===== config.mk =====
export PLATFORM = sky130hd
export DESIGN_NAME = rv_mul
export DESIGN_NICKNAME = d
export VERILOG_FILES = /design/src/rtl/rv_mul.sv
export SDC_FILE = /design/constraint.sdc
export NUM_CORES = 1
export LEC_CHECK = 0
export ABC_AREA = 1
export ABC_CLOCK_PERIOD_IN_PS = 4150
export BUFFER_PORTS_ARGS = -buffer_cell sky130_fd_sc_hd__buf_2
export CELL_PAD_IN_SITES_DETAIL_PLACEMENT = 0
export CELL_PAD_IN_SITES_GLOBAL_PLACEMENT = 1
export CORE_MARGIN = 3
export CORE_UTILIZATION = 44
export DETAILED_ROUTE_END_ITERATION = 12
export MAX_ROUTING_LAYER = met4
export PLACE_DENSITY = 0.91
export SLEW_MARGIN = 10
export SYNTH_ARGS = -nofsm -noshare
export SYNTH_HDL_FRONTEND = slang
export SYNTH_SLANG_ARGS = --single-unit
export TNS_END_PERCENT = 1

===== constraint.sdc =====
create_clock -name clk -period 4.15 [get_ports clk]
set_input_delay 0.2075 -clock clk [delete_from_list [all_inputs] [get_ports clk]]
set_output_delay 0.2075 -clock clk [all_outputs]
set_load 0.05 [all_outputs]

===== src/rtl/rv_mul.sv =====
// Iterative radix-4 Booth multiplier for MUL/MULH/MULHSU/MULHU.
// One Booth digit per cycle; fixed latency of WID/2+3 cycles from accept to done_o.
module rv_mul #(
    parameter int unsigned WID = 64
) (
    input  logic           clk,
    input  logic           rstn,
    input  logic           vld_i,
    input  logic [1:0]     fn_i,
    input  logic [WID-1:0] op1_i,
    input  logic [WID-1:0] op2_i,
    output logic [WID-1:0] res_o,
    output logic           done_o,
    output logic           ready_o
);

    localparam int unsigned CW = $clog2(WID / 2 + 1);

    localparam logic [3:0] S_IDLE = 4'b0001;
    localparam logic [3:0] S_SAMP = 4'b0010;
    localparam logic [3:0] S_MUL  = 4'b0100;
    localparam logic [3:0] S_OUT  = 4'b1000;

    logic [3:0]     r_state;
    logic [CW-1:0]  r_cnt;
    logic [WID+3:0] r_h;
    logic [WID+1:0] r_l;
    logic           r_bprev;
    logic [WID-1:0] r_op1;
    logic [WID-1:0] r_op2;
    logic [1:0]     r_fn;
    logic [WID-1:0] r_res;
    logic           r_done;
    logic           r_ready;

    logic             w_sgn1;
    logic             w_sgn2;
    logic [WID+1:0]   w_a;
    logic [WID+1:0]   w_b;
    logic [WID+3:0]   w_a4;
    logic [2:0]       w_grp;
    logic [WID+3:0]   w_pp;
    logic [WID+3:0]   w_hsum;
    logic [2*WID+5:0] w_shift;
    logic [WID-1:0]   w_hi;

    // fn 00 sign-extends both operands; the low half does not depend on it.
    assign w_sgn1 = (r_fn != 2'b11);
    assign w_sgn2 = ~r_fn[1];
    assign w_a    = {{2{w_sgn1 & r_op1[WID-1]}}, r_op1};
    assign w_b    = {{2{w_sgn2 & r_op2[WID-1]}}, r_op2};
    assign w_a4   = {{2{w_a[WID+1]}}, w_a};

    // r_bprev holds the multiplier bit shifted out by the previous step (B[2i-1]).
    assign w_grp = {r_l[1:0], r_bprev};

    always_comb begin
        w_pp = '0;
        case (w_grp)
            3'b001, 3'b010: w_pp = w_a4;
            3'b011:         w_pp = w_a4 << 1;
            3'b100:         w_pp = -(w_a4 << 1);
            3'b101, 3'b110: w_pp = -w_a4;
            default:        w_pp = '0;
        endcase
    end

    assign w_hsum  = r_h + w_pp;
    assign w_shift = {{2{w_hsum[WID+3]}}, w_hsum, r_l[WID+1:2]};
    assign w_hi    = {r_h[WID-3:0], r_l[WID+1:WID]};

    always_ff @(posedge clk or negedge rstn) begin
        if (!rstn) begin
            r_state <= S_IDLE;
            r_cnt   <= '0;
            r_h     <= '0;
            r_l     <= '0;
            r_bprev <= 1'b0;
            r_op1   <= '0;
            r_op2   <= '0;
            r_fn    <= 2'b00;
            r_res   <= '0;
            r_done  <= 1'b0;
            r_ready <= 1'b0;
        end else begin
            r_done <= 1'b0;
            case (r_state)
                S_IDLE: begin
                    if (vld_i && r_ready) begin
                        r_op1   <= op1_i;
                        r_op2   <= op2_i;
                        r_fn    <= fn_i;
                        r_ready <= 1'b0;
                        r_state <= S_SAMP;
                    end else begin
                        r_ready <= 1'b1;
                    end
                end
                S_SAMP: begin
                    r_cnt   <= '0;
                    r_h     <= '0;
                    r_l     <= w_b;
                    r_bprev <= 1'b0;
                    r_state <= S_MUL;
                end
                S_MUL: begin
                    r_h     <= w_shift[2*WID+5:WID+2];
                    r_l     <= w_shift[WID+1:0];
                    r_bprev <= r_l[1];
                    r_cnt   <= r_cnt + 1'b1;
                    if (r_cnt == CW'(WID / 2)) begin
                        r_state <= S_OUT;
                    end
                end
                S_OUT: begin
                    r_res   <= (r_fn == 2'b00) ? r_l[WID-1:0] : w_hi;
                    r_done  <= 1'b1;
                    r_ready <= 1'b1;
                    r_state <= S_IDLE;
                end
                default: begin
                    r_ready <= 1'b0;
                    r_state <= S_IDLE;
                end
            endcase
        end
    end

    assign res_o   = r_res;
    assign done_o  = r_done;
    assign ready_o = r_ready;

endmodule


=== After elaboration in Yosys (flattened, before gate mapping) ===
Cells that the tools add are included.
W data, S select, Z words.

* Flip-flop bits (word level): 341
* Bits of input ports: 133
* Output and inout bits: 66
* Word-level logic and storage cells: 52

* Add/subtract/negate cells: 4
* Equal/unequal tests: 14
* Multiplexer cells: 12
* Bitwise gates (word level): 3
* Reduce and logical (&&, ||, !) cells: 8

{| class="wikitable"
|+ Operators by type and width
! kind !! count
|-
| $pmux W68 S4 || 1
|-
| $neg A68 Y68 || 2
|-
| $pmux W68 S2 || 1
|-
| $pmux W66 S2 || 1
|-
| $add A68 B68 Y68 || 1
|-
| $mux W64 || 1
|-
| $pmux W4 S3 || 1
|-
| $pmux W6 S2 || 1
|-
| $eq A3 B3 Y1 const B || 3
|-
| $mux W4 || 2
|-
| $add A6 B1 Y6 const B || 1
|-
| $eq A3 B2 Y1 const B || 2
|-
| $eq A6 B6 Y1 const B || 1
|-
| $ne A2 B2 Y1 const B || 3
|-
| $reduce_or A2 Y1 || 3
|-
| $eq A4 B1 Y1 const B || 1
|-
| $eq A4 B2 Y1 const B || 1
|-
| $eq A4 B3 Y1 const B || 1
|-
| $eq A4 B4 Y1 const B || 1
|-
| $reduce_and A2 Y1 || 2
|-
| $eq A3 B1 Y1 const B || 1
|-
| $pmux W1 S3 || 1
|-
| $and A1 B1 Y1 || 2
|-
| $logic_not A2 Y1 || 1
|-
| 5 further kinds || 6
|}

=== Longest topological paths before layout ===
* Word-level depth: 6
* Mapped depth: 28
* Mapped depth without buffers: 28

=== Worst setup path before layout ===
No wires, ideal clock.

* Path type: reg-to-reg
* Start: register r_op1[0]
* End: register r_h[64]
* Library setup time: 117 ps
* Arrival: 3134 ps
* Data required time: 4033 ps
* Path slack: 899 ps
* Cell stages (with the launch flop): 27
* Buffers on the path: 0
* Clock period less this slack: 3251 ps
* Cells stage by stage: dfrtp_1 -> inv_1 -> ha_1 -> nand2_2 -> nor2_4 -> nand2_2 -> nor2_4 -> nand2_4 -> nor2_4 -> nand3_4 -> nor2_4 -> nand2_2 -> xor2_1 -> nand2_1 -> nand3_1 -> ha_1 -> nand2_1 -> nor2_1 -> inv_1 -> nor2_1 -> nand2_1 -> nor3_1 -> nand3_1 -> nand3_1 -> nand2_1 -> nand3_1 -> nand2_1

* Cells in the longest elaborated chain, start to end: 4
* Elaborated cells on any way between the ends: 5
* Those cells by class: add/sub: 3; mux: 2

{| class="wikitable"
|+ Ends and longest elaborated chain
! item !! line !! text
|-
| from (decl) || 29 || <nowiki>logic [WID-1:0] r_op1;</nowiki>
|-
| from (signal assigned) || 90 || <nowiki>r_op1 <= op1_i;</nowiki>
|-
| $neg A68 Y68 (on tied branches) || 63, 62 ||
|-
| $pmux W68 S4 * || 59 || <nowiki>case (w_grp)</nowiki>
|-
| $add A68 B68 Y68 * || 68 || <nowiki>assign w_hsum = r_h + w_pp;</nowiki>
|-
| $pmux W68 S2 * || 87 || <nowiki>case (r_state)</nowiki>
|-
| to (signal assigned) || 107 || <nowiki>r_h <= w_shift[2*WID+5:WID+2];</nowiki>
|-
| to (decl) || 26 || <nowiki>logic [WID+3:0] r_h;</nowiki>
|}

Mark *: on every way between the ends. The rest lies on a longest branch, timed or not.
A chain may end at the register's enable or synchronous reset.

=== Final worst setup path ===
* Start: register r_op1[0]
* End: register r_h[53]

The elaborated chain is that of the path after synthesis.

==> impl_metrics.toml <==
[outcome]
run_status = "finished, final reports clean"

[sta]
final_min_period_over_clock_period = 0.991
timing.final.crit_period_ns = 4.11
relSlewSlack = 0.266
finalHoldViolCount = 0
worst_hold_slack_ns = 0.0473
fin_skew_ns = 0.0301
setup_viol = 0
grt_setup_unrepaired = "yes"
max_clock_freq_mhz = 243
worst-slew-pin-transition_ns = 1.10
final_slew_violations = 0

[global_route]
globalRouteOverflowTotal = 0
global_route.usage.total = 0.332
pin_count_of_the_biggest_net_entering_global_routing = 153
grt_antenna_before_repair = 1
first_pass_grt_wire_length_um = 133000
via_count_of_the_first_global_routing_pass = 22553

[finish]
layout.core_utilization = 0.559
multi_input_area_um2 = 12400
area.sequential_um2 = 8490
final_net_count = 3840
filler_cell_count = 4687
drive_gt1_frac = 0.146
area.growth.synth_to_final_pct = 24.1

[cts]
clock_sinks = 339
numCtsBuffers = 39
clk-insertion-delay-late_ns = 0.59
tritoncts = "done"
ctsRootBufferMaster = "clkbuf_16"
clk_pin_slew_worst_paths_ns = 0.06
cts_max_level = 2
largest_buffer_count_on_any_clock_path = 3

[yosys]
synth_fa_ha_area_frac = 0.0402
part_of_the_yosys_area_used_for_sequential_elements = 0.380
synthesis.nets = 3451
netlist.area_leader.share = 0.379
ys_ff_latch = 339
count_of_unique_library_cells_instantiated_by_yosys = 52
synthCells = 3247
number_of_enable_flip_flop_cells_after_synthesis = 0
synth_xor_xnor_area_share = 0.0153
proportion_of_register_bits_with_asynchronous_set_or_reset_after_synthesis = 1.00
synth_compound_area_frac = 0.168
synth-warning-count = 0
netlist_area_um2 = 22300
synthFlopType = "dfrtp_1"
largest_family_of_logic_cells_by_synthesized_area = "simple AND/OR/NAND/NOR gates"
synth.largest_area_cell = "dfrtp_1"
synth_simple_gate_area_frac = 0.317
synth_mux_area_frac = 0.000449
avgSynthCellArea_um2 = 6.87
synth.area.top_cells = "dfrtp_1 (38%), nand2_1 (17%), o21ai_0 (6.7%)"

[pwr]
p_leak_nw = 13.3
p_per_area_nw_per_um2 = 717
worst_ir_drop_vdd_uv = 335

[placement]
gpl.final_weighted_congestion = 1.01
dp.final_hpwl_um = 66800
place.port_buffers = 198

[worst_hold_path]
timing.hold.worst_path_depth = 4
hp-class = "input pin to flip-flop"
hold_end = "r_state[0]"
hold_path_startpoint = "vld_i"

[floorplanning]
placementRows = 81
coreArea_um2 = 49600
dieArea_um2 = 53400
floorplan.io_pins = 199
chipHeight_um = 231
die_w_um = 231
starting_utilization_of_the_core_area = 0.450

[critical_path]
critPathCaptureType = "flip-flop"
worst-r2r-cell-count = 21
timing.critical_path.cells = "inv_1 > ha_2 > nand2_2 > nor2_4 > nand2_2 > nor2_4 > nand3_1 > nor3_2 > nand2_1 > nand3_1 > o2111ai_1 > ha_1 > a21oi_1 > o21ai_0 > a21oi_1 > o21ai_0 > buf_4 > a21oi_1 > nand3b_1 > nand3_1 > nand2_1"
crit_family = "simple AND/OR/NAND/NOR gates"
crit_path_max_incr_delay_ns = 0.38
timing.setup.critical_path_class = "flip-flop to flip-flop"
nature_of_the_critical_path_startpoint = "flip-flop"
ff2ff_setup_slack_ns = 0.04
worst_ep_required_time_ns = 4.60
worstPathBufferInverterCount = 2
cp_max_fo = 4
ff_to_ff_start = "r_op1[0]"
reg2reg_to = "r_h[53]"
arrival_ns = 4.56
crit_slowest_cell = "ha_1"

[detailed_routing]
drt_drc_violations_left = 0
antenna_left = 0
drt-initial-drc-count = 2710
vias_per_cell = 5.56
wl_um = 87100
num_vias = 24090
pre_antenna_drt_iters = 6
wire_per_inst_um = 20.1

[run]
maxCapViolCount = 0
==> power by group <==
group / internal (mW) / total [mW] / switching (mW)
combinational: 3.38 / 10.4 / 7.00
sequential: 4.64 / 5.93 / 1.29
clock: 2.02 / 3.54 / 1.53
==> registers in the layout, indices dropped and copies added, names as in the netlist <==
signal and cells:
r_op2 64, res_o 64, r_cnt 6, r_h 66, done_o 1, r_state 4
r_l 66, ready_o 1, r_bprev 1, r_op1 64, r_fn 2
==> worst reg2reg max path, stage by stage, from the launching register on <==
cell       delay [ns]
dfrtp_1          0.35
inv_1            0.12
ha_2             0.24
nand2_2          0.08
nor2_4           0.13
nand2_2          0.10
nor2_4           0.17
nand3_1          0.24
nor3_2           0.29
nand2_1          0.11
nand3_1          0.11
o2111ai_1        0.21
ha_1             0.38
a21oi_1          0.26
o21ai_0          0.19
a21oi_1          0.19
o21ai_0          0.14
buf_4            0.15
a21oi_1          0.15
nand3b_1         0.09
nand3_1          0.20
nand2_1          0.07
==> final cells by class <==
type                    count  share of cell area
clock inverters            19             0.00732
repair buffers            468               0.124
clock buffers              53              0.0397
well taps                 664              0.0300
flip-flops and latches    339               0.306
diodes                      1           0.0000904
multi-input cells        2452               0.447
inverters                 336              0.0456
==> metal layers <==
metal | up-vias | wire, um | track usage
met5 | - | 0 | -
met4 | 0 | 4110 | 0.123
met3 | 203 | 6850 | 0.0479
met2 | 1122 | 38300 | 0.500
met1 | 11262 | 37900 | 0.456
li1 | 11503 | - | -
==> per-stage QoR <==
stage | setup TNS [ns] | instance area [um^2] | worst slack, ns | std cells | power, mW
after floorplan | 0 | 22300 | 0.899 | 3247 | 11.9
after global placement | 0 | 24800 | 0.00272 | 4124 | 15.7
after detailed placement | -0.0352 | 24800 | -0.0352 | 4124 | 15.7
after CTS | 0 | 27400 | 0.00117 | 4327 | 19.4
after global routing | -2.24 | 27700 | -0.167 | 4332 | 21.1
final | 0 | 27700 | 0.0387 | 4332 | 19.9
==> placed cells by master (no fill, tap or decap), types with 35 or more instances in the layout <==
master	count
nor2_1	317
dfrtp_1	336
nand2_1	1016
a31oi_1	64
clkbuf_16	40
buf_2	197
ha_1	58
nand3_1	180
o211ai_1	60
dlygate4sd3_1	131
nor2_2	35
buf_4	133
a21oi_1	123
o21ai_0	287
nand4_1	44
inv_1	330
==> synthesized netlist by cell type (all sizes together), types with 3 or more instances <==
cell type and n:
nand2 1029, nor2 368, dfrtp 338, inv 333, o21ai 306, nand3 189
a21oi 132, clkbuf 79, ha 70, a31oi 64, o211ai 60, nand4 44
buf 41, xor2 34, nor3 23, o2111ai 23, nand3b 20, o22ai 20
o21bai 13, nor4 10, or2 9, a221oi 7, o221ai 7, xnor2 5
a21o 3, clkinv 3
==> how the worst max path moves through the flow <==
stage	from	to	slack [ns]	cells past startpoint
floorplan	r_op1[0]	r_h[64]	0.90	26
global placement	r_op1[0]	r_h[31]	0.003	21
detailed placement	r_op1[0]	r_h[62]	-0.04	21
CTS	r_op1[0]	r_h[31]	0.001	22
global route	r_op1[0]	r_h[62]	-0.17	21
finish	r_op1[0]	r_h[53]	0.04	21
==> repair_timing <==
action / 4_1_cts / 5_1_grt
pin swaps: 0 / 9
resized for setup: 2 / 79
gates cloned: 0 / 0
hold buffers: 131 / 0
hold endpoints to repair: 219 / 0
buffers inserted: 0 / 4
endpoints found under the setup margin: 1 / 47
==> kinds of logic (layout without fill, tap and decap cells) <==
group | after synthesis | after routing
multiplexers | 1 | 1
AO/OA/AOI/OAI | 647 | 647
flip-flops | 339 | 339
adder cells (fa/ha/maj) | 71 | 71
other | 0 | 1
XOR/XNOR | 39 | 39
buffers and inverters | 456 | 876
AND/OR/NAND/NOR | 1694 | 1694
(Power assumes the default switching activity.)
